File: src/rtl/mux4_rr_select.sv
// Round-robin select generator for a four-input mux. It grants one requester
// at a time and rotates fairly once the holder finishes, drops out or times out.
module mux4_rr_select #(
  parameter int HOLD_MAX = 8
) (
  input  logic       clk,
  input  logic       rst_n,
  input  logic [3:0] req,
  input  logic       done,
  output logic       select1,
  output logic       select2,
  output logic [3:0] grant,
  output logic       valid,
  output logic       expired
);

  localparam int CW = $clog2(HOLD_MAX + 1);
  localparam logic [CW-1:0] HOLD_LAST = CW'(HOLD_MAX - 1);

  localparam logic [0:0] ST_IDLE  = 1'b0;
  localparam logic [0:0] ST_GRANT = 1'b1;

  logic [0:0]    state_q,    state_d;
  logic [CW-1:0] hold_cnt_q, hold_cnt_d;
  logic [1:0]    last_q,     last_d;
  logic [1:0]    sel_q,      sel_d;
  logic [3:0]    grant_q,    grant_d;
  logic          valid_q,    valid_d;
  logic          expired_q,  expired_d;

  logic       pick_found_s;
  logic [1:0] pick_idx_s;
  logic       rel_done_s;
  logic       rel_drop_s;
  logic       rel_lim_s;

  // First set request bit after the last grantee, wrapping so the last grantee comes last.
  function automatic logic [2:0] rr_pick(input logic [3:0] r, input logic [1:0] last);
    logic [2:0] res;
    logic [1:0] idx;
    res = 3'b000;
    for (int off = 4; off >= 1; off--) begin
      idx = last + 2'(off);
      if (r[idx]) begin
        res = {1'b1, idx};
      end else begin
        res = res;
      end
    end
    return res;
  endfunction

  // Arbitration search and release-cause decode.
  always_comb begin
    {pick_found_s, pick_idx_s} = rr_pick(req, last_q);
    rel_done_s = done;
    rel_drop_s = ~req[sel_q];
    rel_lim_s  = (hold_cnt_q == HOLD_LAST);
  end

  // Next-state logic for the IDLE/GRANT controller and all registered outputs.
  always_comb begin
    state_d    = state_q;
    hold_cnt_d = hold_cnt_q;
    last_d     = last_q;
    sel_d      = sel_q;
    grant_d    = grant_q;
    valid_d    = valid_q;
    expired_d  = 1'b0;
    case (state_q)
      ST_IDLE: begin
        if (pick_found_s) begin
          state_d    = ST_GRANT;
          sel_d      = pick_idx_s;
          grant_d    = 4'b0001 << pick_idx_s;
          valid_d    = 1'b1;
          last_d     = pick_idx_s;
          hold_cnt_d = '0;
        end else begin
          grant_d = 4'b0000;
          valid_d = 1'b0;
        end
      end
      ST_GRANT: begin
        hold_cnt_d = hold_cnt_q + CW'(1);
        if (rel_done_s || rel_drop_s || rel_lim_s) begin
          state_d   = ST_IDLE;
          grant_d   = 4'b0000;
          valid_d   = 1'b0;
          // Timeout is only reported when nothing else ended the grant.
          expired_d = rel_lim_s & ~rel_done_s & ~rel_drop_s;
        end else begin
          state_d = ST_GRANT;
        end
      end
      default: begin
        state_d    = ST_IDLE;
        hold_cnt_d = '0;
        grant_d    = 4'b0000;
        valid_d    = 1'b0;
      end
    endcase
  end

  // State and output registers; reset leaves the pointer at 3 so channel 0 wins first.
  always_ff @(posedge clk or negedge rst_n) begin
    if (!rst_n) begin
      state_q    <= ST_IDLE;
      hold_cnt_q <= '0;
      last_q     <= 2'd3;
      sel_q      <= 2'd0;
      grant_q    <= 4'b0000;
      valid_q    <= 1'b0;
      expired_q  <= 1'b0;
    end else begin
      state_q    <= state_d;
      hold_cnt_q <= hold_cnt_d;
      last_q     <= last_d;
      sel_q      <= sel_d;
      grant_q    <= grant_d;
      valid_q    <= valid_d;
      expired_q  <= expired_d;
    end
  end

  assign select1 = sel_q[0];
  assign select2 = sel_q[1];
  assign grant   = grant_q;
  assign valid   = valid_q;
  assign expired = expired_q;

endmodule

File: config.mk
export PLATFORM = sky130hd
export DESIGN_NAME = mux4_rr_select
export DESIGN_NICKNAME = d
export VERILOG_FILES = /design/src/rtl/mux4_rr_select.sv
export SDC_FILE = /design/constraint.sdc
export NUM_CORES = 1
export LEC_CHECK = 0
export BUFFER_PORTS_ARGS = -buffer_cell sky130_fd_sc_hd__buf_2
export CORE_UTILIZATION = 51
export DETAILED_ROUTE_END_ITERATION = 6
export GPL_TIMING_DRIVEN = 0
export PLACE_DENSITY_LB_ADDON = 0.12
export SYNTH_ARGS = -nofsm -noshare
export SYNTH_HDL_FRONTEND = slang
export SYNTH_SLANG_ARGS = --single-unit
File: constraint.sdc
create_clock -name clk -period 1.85 [get_ports clk]
set_input_delay 0.555 -clock clk [delete_from_list [all_inputs] [get_ports clk]]
set_output_delay 0.555 -clock clk [all_outputs]
set_load 0.1 [all_outputs]
# Word level (Yosys, flattened, before mapping)

Cells that the tools add are included.

Register bits: 15
Latch bits: 0
Bits in writable memories: 0
ROM bits: 0
Input port bits: 7
Output and inout port bits: 8
Word-level logic and storage cells: 54
Memories: 0

$add $sub $neg: 4
$mul: 0
Div/mod/pow operators: 0
$lt $le $gt $ge: 5
Equality and inequality tests: 3
Shift-type cells: 1
Mux-type cells: 26
Bitwise logic cells: 5
Reduce and logical (&&, ||, !) cells: 3

Operators by type and width:

| kind                | count |
|---|---|
| $pmux 4 s2          | 2 |
| $lt 2x3->1 const B  | 5 |
| $mux 3              | 4 |
| $mux 4              | 3 |
| $bmux 1 s2          | 5 |
| $mux 1              | 10 |
| $add 2x2->2 const B | 2 |
| $add 4x1->4 const B | 1 |
| $eq 4x3->1 const B  | 1 |
| $pmux 1 s2          | 2 |
| $shl 1x2->4 const A | 1 |
| $not 1->1           | 3 |
| $add 2x1->2 const B | 1 |
| $and 1x1->1         | 2 |
| $logic_or 1x1->1    | 2 |
| $ne 2x1->1 const B  | 1 |
| $ne 2x2->1 const B  | 1 |
| $reduce_and 2->1    | 1 |

# Logic depth before layout (Yosys ltp)

Depth after elaboration: 9
Mapped depth: 5

# Least setup slack after synthesis

No wires, ideal clock.

Path kind: register -> register
Start: reg sel_q[0]
End: reg grant_q[3] (netlist: grant[3])
Setup time: 122 ps
Arrival: 1,915 ps
Data required time: 1,728 ps
Setup slack: -187 ps
Cell stages (with the launch flop): 5
Path buffers: 0
Clock period less this slack: 2,037 ps
Cells stage by stage: dfrtp_1 -> mux4_2 -> nand3b_2 -> nor2_2 -> a22o_1

Longest elaborated chain between the ends: 6

Ends and longest elaborated chain:

| element                        | line | source |
|---|---|---|
| from (decl)                    | 26   | `logic [1:0] sel_q, sel_d;` |
| from (signal assigned)         | 119  | `sel_q <= sel_d;` |
| $bmux 1 s2                     | 57   | `rel_drop_s = ~req[sel_q];` |
| $mux 1 (not written as such)   | 57   |  |
| $not 1->1                      | 57   |  |
| $logic_or 1x1->1 (2 in series) | 86   | `if (rel_done_s \|\| rel_drop_s \|\| rel_lim_s) begin` |
| $ne 2x1->1 (no source line)    | -    |  |
| to (signal assigned)           | 120  | `grant_q <= grant_d;` |
| to (decl)                      | 27   | `logic [3:0] grant_q, grant_d;` |

Every way passes these cells. The select of a mux whose other input is x is not followed.
A chain may end at the register's enable or synchronous reset.

# Worst setup path after layout

Start: reg sel_q[0]
End: out select1

RTL lines:

| element   | line | source |
|---|---|---|
| to (decl) | 10   | `output logic select1,` |

No word-level cell between the ends.

==> run metrics <==
# IOs 15; CTS H-tree depth 1; top post-synthesis cells by area dfrtp_1, dfstp_2, a22o_1, mux2_2, mux4_2; Netlist Area Pre-Place 718 sq um; die width 39.5 um; # diodes 0; # rows 13; die area 1560 sq um; CP Max Fanout 3; initial core utilization 55.2%; vias in the first global route 454; Syn Inst Count 57; Max Cap Viol 0; Clock Skew 0.00226 ns; worst path bufs/invs 1; biggest cell delay along the critical path 0.43 ns; Crit path required time 1.29 ns; Final Hold Viols 0; status finished, final reports clean; RSZ-0062 raised after global routing no; Yosys reg bits 15; HPWL after DPL 1040 um; r2r startpoint last_q[0]; Root Buffer clkbuf_4; DR vias/cell 5.81; Slew Viols, Final 0; Synth top area share 45.3%; post-cts resize count 0; CTS tree built; CTS buffer count 3; final worst-path cycle share 89.0%; highest clock rate 607 MHz; Slew HR 67.8%; placed insts 86; Clock transition at path regs 0.09 ns; Clk Latency, worst-skew pair 0.27 ns; gp weighted congestion 0.738; setup TNS 0 ns; antenna violations before repair 0; nets 84; crit path DAT 1.09 ns; layout cells sized above 1 42.7%; HP Class input pin to async pin; DRC Markers 0; DR pass1 iterations 4; DR WL/cell 15.2 um; top post-synthesis cells by count dfrtp_1, a22o_1, mux2_2, nor2_1; CTS sink cnt 15; GR Util All Layers 20.2%; Synth async-reset ratio 100%; crit end category output port; first-pass GRT wire length 2010 um; Syn. warnings 0; Die Span Y 39.5 um; Final setup violation count 0; CTS max path bufs 2; Syn Area/Cell 12.6 sq um; Final Non-Filler Cells 90; Synth Flop Type dfrtp_1; Final min period 1.65 ns; Layout fillers 110; Post-Syn Nets 65; most common cell in the netlist dfrtp_1; Core ar. 1300 sq um; worst slew pin tran 0.486 ns; Yosys cell types 30; sequential area share after synthesis 52.6%; Iter 0 DRT Violations 5; Total Routed Length 1370 um; Setup Buffers After CTS 0; global-route congestion overflow total 0; Final ANT Viol Nets 0; Hold Buf Count CTS 0; R2R Setup Slk 0.26 ns; Post-synth EDFFs 0; Worst R2R Path Depth 4; reg-to-reg endpoint grant[3]; IO buf count 14; worst-path cell chain buf_2; Slowest-stage cell, CP buf_2; CP Class flip-flop to output port; vias after detailed routing 523; Startpoint Class flip-flop; post-synth top area cell dfrtp_1; cell family with most CP delay buffers and inverters; layout overhead on the synthesized area 16.2%; pin count of the biggest net entering global routing 16
[sequential cells by signal (all words and copies together), names as in the netlist]
signal	cells
expired	1
last_q	2
hold_cnt_q	4
sel_q	2
state_q	1
grant	4
valid	1
[worst register-to-register path: stages, from the launching register on]
cell and delay [ns]:
dfstp_2 0.57, and3b_1 0.19, o31ai_2 0.37, nor2_1 0.14
a22o_1 0.22
[per-layer routing]
layer  routed length, um  vias to the layer above  track usage [%]
met2                 658                       15             32.4
met3                  69                        0             5.11
li1                    -                      247                -
met4                   0                        0             5.17
met5                   0                        -                0
met1                 636                      261             26.8
[kinds of logic after synthesis]
family | after synthesis | synth area share, %
AOI/OAI and AO/OA | 14 | 17.2
xor gates and xnor gates | 2 | 2.44
adders and majority gates | 1 | 1.74
DFF | 15 | 52.6
muxes | 5 | 9.23
and+or+nand+nor | 20 | 16.7
[worst max path at each step]
stage / startpoint / endpoint / depth (start not counted)
6_report: sel_q[0] / select1 / 1
2_1_floorplan: sel_q[1] / grant[3] / 4
4_1_cts: sel_q[0] / select1 / 1
5_1_grt: sel_q[1] / select2 / 1
3_5_place_dp: req[0] / grant[3] / 5
3_3_place_gp: req[0] / grant[3] / 5
[per-stage QoR]
stage / util [%] / area (sq um) / setup WS, ns / hold WS [ns]
after floorplan: - / 719 / 0.0104 / 0.259
after global placement: 62.1 / 808 / 0.105 / 0.467
after detailed placement: 62.1 / 808 / 0.111 / 0.469
after CTS: 64.1 / 835 / 0.195 / 0.174
after global routing: 64.1 / 835 / 0.144 / 0.170
final: 64.1 / 835 / 0.204 / 0.162
[area by class of cell]
cell class / count / area [sq um] / area share, %
clock buffers: 4 / 26.3 / 3.15
multi-input cells: 42 / 340 / 40.8
flip-flops and latches: 15 / 379 / 45.4
repair buffers: 14 / 70.1 / 8.40
well taps: 15 / 18.8 / 2.25
[placed cells by master, fill, tap and decap left out, types with 2 or more instances in the layout]
cell type   n
or2_2       2
mux2_2      3
nand2b_1    2
nand2_1     2
nor2_1      3
dfrtp_1    12
nor2b_1     2
a21o_1      2
buf_2      14
dfstp_2     2
clkbuf_4    3
a21oi_1     2
o2bb2ai_1   2
a22o_1      4
Power is not shown: default switching activity piles up to over one toggle a cycle in this logic, so the estimate is an artifact.
